===== config.mk =====
export PLATFORM = sky130hd
export DESIGN_NAME = azadi_wb_mailbox_flat
export DESIGN_NICKNAME = d
export VERILOG_FILES = /design/src/rtl/azadi_wb_mailbox_if.sv /design/src/rtl/azadi_wb_mailbox.sv /design/src/flat_wrapper.sv
export SDC_FILE = /design/constraint.sdc
export NUM_CORES = 1
export LEC_CHECK = 0
export ABC_AREA = 1
export CAP_MARGIN = 20
export CORE_AREA = 2 2 203 205
export CTS_CLUSTER_SIZE = 40
export DETAILED_ROUTE_END_ITERATION = 10
export DIE_AREA = 0 0 205 207
export GPL_TIMING_DRIVEN = 0
export SYNTH_ARGS = -nofsm -noshare
export SYNTH_HDL_FRONTEND = slang
export SYNTH_SLANG_ARGS = --single-unit

===== constraint.sdc =====
create_clock -name clk_i -period 3.1 [get_ports clk_i]
set_clock_uncertainty 0.15 [all_clocks]
set_input_delay 0.93 -clock clk_i [delete_from_list [all_inputs] [get_ports clk_i]]
set_output_delay 0.93 -clock clk_i [all_outputs]
set_load 0.01 [all_outputs]

===== src/rtl/azadi_wb_mailbox_if.sv =====
// Wishbone B4 classic bus between the Caravel management SoC (master) and the
// Azadi mailbox (slave). Signal names follow the Caravel wbs_* pin names.
interface azadi_wb_mailbox_if;
  logic        wbs_cyc_i;
  logic        wbs_stb_i;
  logic        wbs_we_i;
  logic [3:0]  wbs_sel_i;
  logic [31:0] wbs_adr_i;
  logic [31:0] wbs_dat_i;
  logic        wbs_ack_o;
  logic [31:0] wbs_dat_o;

  modport master (
    output wbs_cyc_i, wbs_stb_i, wbs_we_i, wbs_sel_i, wbs_adr_i, wbs_dat_i,
    input  wbs_ack_o, wbs_dat_o
  );

  modport slave (
    input  wbs_cyc_i, wbs_stb_i, wbs_we_i, wbs_sel_i, wbs_adr_i, wbs_dat_i,
    output wbs_ack_o, wbs_dat_o
  );
endinterface


===== src/rtl/azadi_wb_mailbox.sv =====
// Host register window into the Azadi SoC: host-to-SoC and SoC-to-host FIFOs,
// a 32-bit control word and a level interrupt toward the host.
module azadi_wb_mailbox #(
  parameter logic [31:0] BASE_ADDR  = 32'h3000_0000,
  parameter int unsigned FIFO_DEPTH = 4
) (
  input  logic                     clk_i,
  input  logic                     rst_ni,
  azadi_wb_mailbox_if.slave        wbs,
  output logic [31:0]              h2s_data_o,
  output logic                     h2s_valid_o,
  input  logic                     h2s_ready_i,
  input  logic [31:0]              s2h_data_i,
  input  logic                     s2h_valid_i,
  output logic                     s2h_ready_o,
  output logic [31:0]              ctrl_o,
  output logic                     irq_o
);

  localparam int unsigned AW        = (FIFO_DEPTH > 1) ? $clog2(FIFO_DEPTH) : 1;
  localparam logic [3:0]  DEPTH_CNT = 4'(FIFO_DEPTH);

  localparam logic [7:0] OFF_TXDATA = 8'h00;
  localparam logic [7:0] OFF_RXDATA = 8'h04;
  localparam logic [7:0] OFF_STATUS = 8'h08;
  localparam logic [7:0] OFF_CTRL   = 8'h0C;
  localparam logic [7:0] OFF_IRQ_EN = 8'h10;

  logic [31:0]   h2s_mem [FIFO_DEPTH];
  logic [31:0]   s2h_mem [FIFO_DEPTH];
  logic [AW-1:0] h2s_wptr, h2s_rptr, s2h_wptr, s2h_rptr;
  logic [3:0]    h2s_cnt, s2h_cnt;
  logic          overflow, underflow, irq_en, irq_q, ack_q;
  logic [31:0]   ctrl, dat_q, rdata;

  logic       req, fire, is_wr, is_rd;
  logic [7:0] offset;
  logic       h2s_full, h2s_empty, s2h_full, s2h_empty;
  logic       h2s_push, h2s_pop, s2h_push, s2h_pop;
  logic       ovf_set, uf_set, status_wr;

  assign req    = wbs.wbs_cyc_i & wbs.wbs_stb_i & (wbs.wbs_adr_i[31:8] == BASE_ADDR[31:8]);
  assign fire   = req & ~ack_q;
  assign is_wr  = fire &  wbs.wbs_we_i;
  assign is_rd  = fire & ~wbs.wbs_we_i;
  assign offset = wbs.wbs_adr_i[7:0];

  assign h2s_full  = (h2s_cnt == DEPTH_CNT);
  assign h2s_empty = (h2s_cnt == 4'd0);
  assign s2h_full  = (s2h_cnt == DEPTH_CNT);
  assign s2h_empty = (s2h_cnt == 4'd0);

  // Full/empty are the start-of-cycle values, so a same-cycle pop never rescues
  // a push into a full FIFO (and vice versa).
  assign h2s_push  = is_wr & (offset == OFF_TXDATA) & ~h2s_full;
  assign ovf_set   = is_wr & (offset == OFF_TXDATA) &  h2s_full;
  assign h2s_pop   = h2s_ready_i & ~h2s_empty;
  assign s2h_push  = s2h_valid_i & ~s2h_full;
  assign s2h_pop   = is_rd & (offset == OFF_RXDATA) & ~s2h_empty;
  assign uf_set    = is_rd & (offset == OFF_RXDATA) &  s2h_empty;
  assign status_wr = is_wr & (offset == OFF_STATUS);

  // NOTE: every variable assigned here gets a default first, otherwise an
  // unlisted offset would hold its old value and infer a latch.
  always_comb begin
    rdata = '0;
    case (offset)
      OFF_RXDATA: rdata = s2h_empty ? '0 : s2h_mem[s2h_rptr];
      OFF_STATUS: rdata = {16'h0, s2h_cnt, h2s_cnt, 2'b00, underflow, overflow,
                           s2h_empty, s2h_full, h2s_empty, h2s_full};
      OFF_CTRL:   rdata = ctrl;
      OFF_IRQ_EN: rdata = {31'h0, irq_en};
      default:    rdata = '0;
    endcase
  end

  // NOTE: state uses non-blocking assignments so every register samples the
  // pre-edge values regardless of statement order.
  always_ff @(posedge clk_i or negedge rst_ni) begin
    if (!rst_ni) begin
      ack_q     <= 1'b0;
      dat_q     <= '0;
      h2s_wptr  <= '0;
      h2s_rptr  <= '0;
      h2s_cnt   <= '0;
      s2h_wptr  <= '0;
      s2h_rptr  <= '0;
      s2h_cnt   <= '0;
      overflow  <= 1'b0;
      underflow <= 1'b0;
      ctrl      <= '0;
      irq_en    <= 1'b0;
      irq_q     <= 1'b0;
    end else begin
      ack_q <= fire;
      dat_q <= is_rd ? rdata : '0;

      if (h2s_push) h2s_wptr <= h2s_wptr + 1'b1;
      if (h2s_pop)  h2s_rptr <= h2s_rptr + 1'b1;
      h2s_cnt <= h2s_cnt + 4'(h2s_push) - 4'(h2s_pop);

      if (s2h_push) s2h_wptr <= s2h_wptr + 1'b1;
      if (s2h_pop)  s2h_rptr <= s2h_rptr + 1'b1;
      s2h_cnt <= s2h_cnt + 4'(s2h_push) - 4'(s2h_pop);

      // A new event beats a simultaneous write-one-to-clear.
      if (ovf_set)                             overflow  <= 1'b1;
      else if (status_wr && wbs.wbs_dat_i[4])  overflow  <= 1'b0;
      if (uf_set)                              underflow <= 1'b1;
      else if (status_wr && wbs.wbs_dat_i[5])  underflow <= 1'b0;

      if (is_wr && offset == OFF_CTRL) begin
        for (int b = 0; b < 4; b++) begin
          if (wbs.wbs_sel_i[b]) ctrl[8*b +: 8] <= wbs.wbs_dat_i[8*b +: 8];
        end
      end
      if (is_wr && offset == OFF_IRQ_EN && wbs.wbs_sel_i[0]) irq_en <= wbs.wbs_dat_i[0];

      irq_q <= irq_en & ~s2h_empty;
    end
  end

  // NOTE: FIFO storage has no reset; the counts and pointers alone define which
  // entries are valid, so clearing the array would only cost logic.
  always_ff @(posedge clk_i) begin
    if (h2s_push) h2s_mem[h2s_wptr] <= wbs.wbs_dat_i;
    if (s2h_push) s2h_mem[s2h_wptr] <= s2h_data_i;
  end

  assign wbs.wbs_ack_o = ack_q;
  assign wbs.wbs_dat_o = dat_q;
  assign h2s_data_o    = h2s_mem[h2s_rptr];
  assign h2s_valid_o   = ~h2s_empty;
  assign s2h_ready_o   = ~s2h_full;
  assign ctrl_o        = ctrl;
  assign irq_o         = irq_q;

endmodule


===== src/flat_wrapper.sv =====
// flat-port wrapper written by rule: the top's interface ports become plain ports
module azadi_wb_mailbox_flat 
#(
  parameter logic [31:0] BASE_ADDR  = 32'h3000_0000,
  parameter int unsigned FIFO_DEPTH = 4
)
  (clk_i, rst_ni, h2s_data_o, h2s_valid_o, h2s_ready_i, s2h_data_i, s2h_valid_i, s2h_ready_o, ctrl_o, irq_o, wbs_wbs_cyc_i, wbs_wbs_stb_i, wbs_wbs_we_i, wbs_wbs_sel_i, wbs_wbs_adr_i, wbs_wbs_dat_i, wbs_wbs_ack_o, wbs_wbs_dat_o);
  azadi_wb_mailbox_if wbs_i ();
  input  logic clk_i;
  input  logic rst_ni;
  output logic [31:0] h2s_data_o;
  output logic h2s_valid_o;
  input  logic h2s_ready_i;
  input  logic [31:0] s2h_data_i;
  input  logic s2h_valid_i;
  output logic s2h_ready_o;
  output logic [31:0] ctrl_o;
  output logic irq_o;
  input wire logic [$bits(wbs_i.wbs_cyc_i)-1:0] wbs_wbs_cyc_i;
  input wire logic [$bits(wbs_i.wbs_stb_i)-1:0] wbs_wbs_stb_i;
  input wire logic [$bits(wbs_i.wbs_we_i)-1:0] wbs_wbs_we_i;
  input wire logic [$bits(wbs_i.wbs_sel_i)-1:0] wbs_wbs_sel_i;
  input wire logic [$bits(wbs_i.wbs_adr_i)-1:0] wbs_wbs_adr_i;
  input wire logic [$bits(wbs_i.wbs_dat_i)-1:0] wbs_wbs_dat_i;
  output wire logic [$bits(wbs_i.wbs_ack_o)-1:0] wbs_wbs_ack_o;
  output wire logic [$bits(wbs_i.wbs_dat_o)-1:0] wbs_wbs_dat_o;
  assign wbs_i.wbs_cyc_i = wbs_wbs_cyc_i;
  assign wbs_i.wbs_stb_i = wbs_wbs_stb_i;
  assign wbs_i.wbs_we_i = wbs_wbs_we_i;
  assign wbs_i.wbs_sel_i = wbs_wbs_sel_i;
  assign wbs_i.wbs_adr_i = wbs_wbs_adr_i;
  assign wbs_i.wbs_dat_i = wbs_wbs_dat_i;
  assign wbs_wbs_ack_o = wbs_i.wbs_ack_o;
  assign wbs_wbs_dat_o = wbs_i.wbs_dat_o;
  azadi_wb_mailbox #(.BASE_ADDR(BASE_ADDR), .FIFO_DEPTH(FIFO_DEPTH)) u_core (.clk_i(clk_i), .rst_ni(rst_ni), .wbs(wbs_i), .h2s_data_o(h2s_data_o), .h2s_valid_o(h2s_valid_o), .h2s_ready_i(h2s_ready_i), .s2h_data_i(s2h_data_i), .s2h_valid_i(s2h_valid_i), .s2h_ready_o(s2h_ready_o), .ctrl_o(ctrl_o), .irq_o(irq_o));
endmodule

==> out/metrics.yaml <==
outcome: "complete, no violations"
rows: 74
gp_congestion: 0.847
yosys.area_share.simple_pct: 13.7
synth_edf_count: 256
synth.top_cell.area_share_pct: 55.3
ir_worst_vdd_mv: 0.344
synthXorXnorAreaFrac_pct: 0.378
final-max-slew-violation-count: 0
slowest_delay_ns: 0.41
synth_top_area_cell: "edfxtp_1"
required_ns: 2.02
p_leak_nw: 6.88
worst_slew_pin_slew_ns: 0.673
grt_pass1_wl_um: 57400
synth_area_um2: 13900
clock_sinks: 341
cp_top_family: "buffers and inverters"
synthFlopType: "edfxtp_1"
async_flop_share_pct: 24.9
synth_mux_area_share_pct: 0
drc: 0
portBuffers: 202
die_h_um: 207
cts_tree: "done"
drive_gt1_share_pct: 13.3
p_total_mw: 13.0
drt.antenna.violating_nets: 0
synth_compound_gate_area_share_pct: 9.23
cts-root-buf: "clkbuf_16"
critical_path_buf_inv_count: 6
area_delta_synth_final_pct: 31.5
synth_fp_nets: 1278
clkLatencyLatePin_ns: 0.52
hold_slack_ns: 0.152
yosysSeqAreaShare_pct: 70.6
nNetsFinal: 1539
setup_viol: 0
synth.distinct_cells: 34
path_cells: "buf_8, inv_2, buf_6, buf_4, clkbuf_16, nor2_1, o22ai_1, buf_2"
relSlewSlack_pct: 55.1
critPathKind: "flip-flop to output port"
start_util_pct: 34.4
synth_top_family_by_area: "simple AND/OR/NAND/NOR gates"
first_global_vias: 9361
timing.fmax_ghz: 0.327
syn_area_per_cell_um2: 12.1
cts_buffers: 38
drtIter0Drc: 695
grt_use_total_pct: 17.9
grt_setup_unrepaired: "yes"
grt_overflow: 0
arrival_ns: 1.98
vias: 9510
die_w_um: 205
synth_fa_ha_area_share_pct: 2.09
clock_path_buffers: 3
die-area_um2: 42400
antenna_found_initial: 2
vias_per_cell: 4.82
grt_max_degree: 67
ys_seq_elements: 341
wl_um: 38100
core_area_um2: 40400
power.density_nw_per_um2: 710
drv_cap: 0
hold_violations: 0
clkTransAtPathRegs_ns: 0.06
fin_setup_tns_ns: 0
wl_per_cell_um: 19.3
io_pins: 207
fin_cells: 1972
slowest_stage: "dfrtp_1"
path_max_fanout: 10
endpoint_kind: "output port"
placed_cells: 1892
htree_levels: 2
synth_cells: 1149
diodes: 0
fin_crit_ns: 3.06
firstDrtPassIters: 5
period_share_pct: 98.6
synth_area_leaders: "edfxtp_1 55%, dfrtp_1 15%, nor2_1 5.9%"
synth_warnings: 0
hold_path_class: "input pin to async pin"
critPathLaunchType: "flip-flop"
nFillCells: 3724
hpwlAfterDp_um: 27300
## worst reg2reg max path, stage by stage (launching register included)
cell,delay (ns)
dfrtp_1,0.41
inv_1,0.09
ha_1,0.15
nand3_1,0.19
nand2_1,0.24
inv_1,0.11
ha_1,0.28
inv_1,0.04
ha_1,0.20
fa_1,0.43
xor2_1,0.18
## power breakdown
| group | switching [mW] | internal [mW] | total [mW] |
|---|---|---|---|
| combinational | 1.78 | 1.18 | 2.96 |
| sequential | 0.123 | 5.38 | 5.50 |
| clock | 1.76 | 2.74 | 4.50 |
## worst paths after layout
path,start,end,slack (ns),cells after the start
worst max-delay path,u_core.h2s_rptr[0],h2s_data_o[2],0.04,8
worst min-delay path,rst_ni,u_core.ctrl_o[28],0.15,1
worst max register to register,u_core.h2s_cnt[2],u_core.h2s_cnt[2],0.50,10
worst min register to register,u_core.underflow,u_core.underflow,0.33,2
max in group asynchronous,rst_ni,u_core.ctrl_o[3],2.00,2
min in group clk_i,u_core.underflow,u_core.underflow,0.33,2
## metrics by stage
step | utilization (%) | worst slack [ns] | cell area, um2
after floorplan | - | -0.0635 | 13900
after detailed placement | 41.8 | -0.619 | 16900
after CTS | 45.1 | 0.000860 | 18200
final | 45.2 | 0.0437 | 18300
after global routing | 45.2 | -0.0254 | 18300
after global placement | 41.1 | -2.36 | 16600
## registers in the layout, summed over array words and instances, names as in the netlist
signal / cells
u_core.s2h_cnt: 4
u_core.s2h_wptr: 2
u_core.overflow: 1
u_core.underflow: 1
u_core.s2h_rptr: 2
u_core.h2s_rptr: 2
u_core.h2s_wptr: 2
u_core.wbs.wbs_ack_o: 1
u_core.wbs.wbs_dat_o: 32
u_core.irq_en: 1
u_core.h2s_mem: 128
u_core.s2h_mem: 128
u_core.irq_o: 1
u_core.ctrl_o: 32
u_core.h2s_cnt: 4
## Yosys cell counts, types with 5 or more instances
master	number
buf_2	9
inv_1	59
o22ai_1	56
nand4_4	5
a22oi_1	18
ha_1	20
nand3_1	45
nor2_2	9
a21oi_1	11
buf_6	11
o21ai_0	142
dfrtp_1	85
nand2_1	129
nor2_1	220
edfxtp_1	256
clkbuf_1	36
## metal layers
layer	routed length [um]	up-vias	share of wire (%)	global-route usage, %
li1	-	4559	-	-
met3	2240	59	5.9	3.08
met4	940	4	2.5	4.79
met2	19100	266	50	30.9
met5	24	-	0.063	0
met1	15900	4622	42	23.1
## cells in the final DEF (no fill, tap or decap), drive strengths merged, types with 14 or more instances in the layout
cell / Yosys / layout
ha: 20 / 20
inv: 63 / 65
o21ai: 143 / 143
o22ai: 56 / 56
clkdlybuf4s50: 0 / 169
buf: 21 / 64
a22oi: 18 / 18
nand3: 46 / 46
nand2: 135 / 135
nor2: 233 / 233
edfxtp: 256 / 256
dfrtp: 85 / 85
a21oi: 14 / 14
clkbuf: 36 / 93
## kinds of logic after synthesis
family	count (synthesis)
fa+ha+maj	22
simple gates	428
flops	341
compound gates	231
xor+xnor	6
buf+inv	121
## repair_timing
item	CTS	global route
pin swaps	10	5
setup buffers	8	2
hold buffers	0	0
setup endpoints to repair	68	43
resized for setup	143	14
## final cells by class
class	count	area [um2]	area share, %
Clock buffer	58	1150	6.32
Sequential cell	341	9810	53.7
Tap cell	532	666	3.64
Multi-Input combinational cell	687	3630	19.9
Inverter	64	241	1.32
Clock inverter	12	113	0.617
Timing Repair Buffer	221	2220	12.2
Buffer	57	420	2.30
No activity file was read; power rests on OpenSTA's default activity.
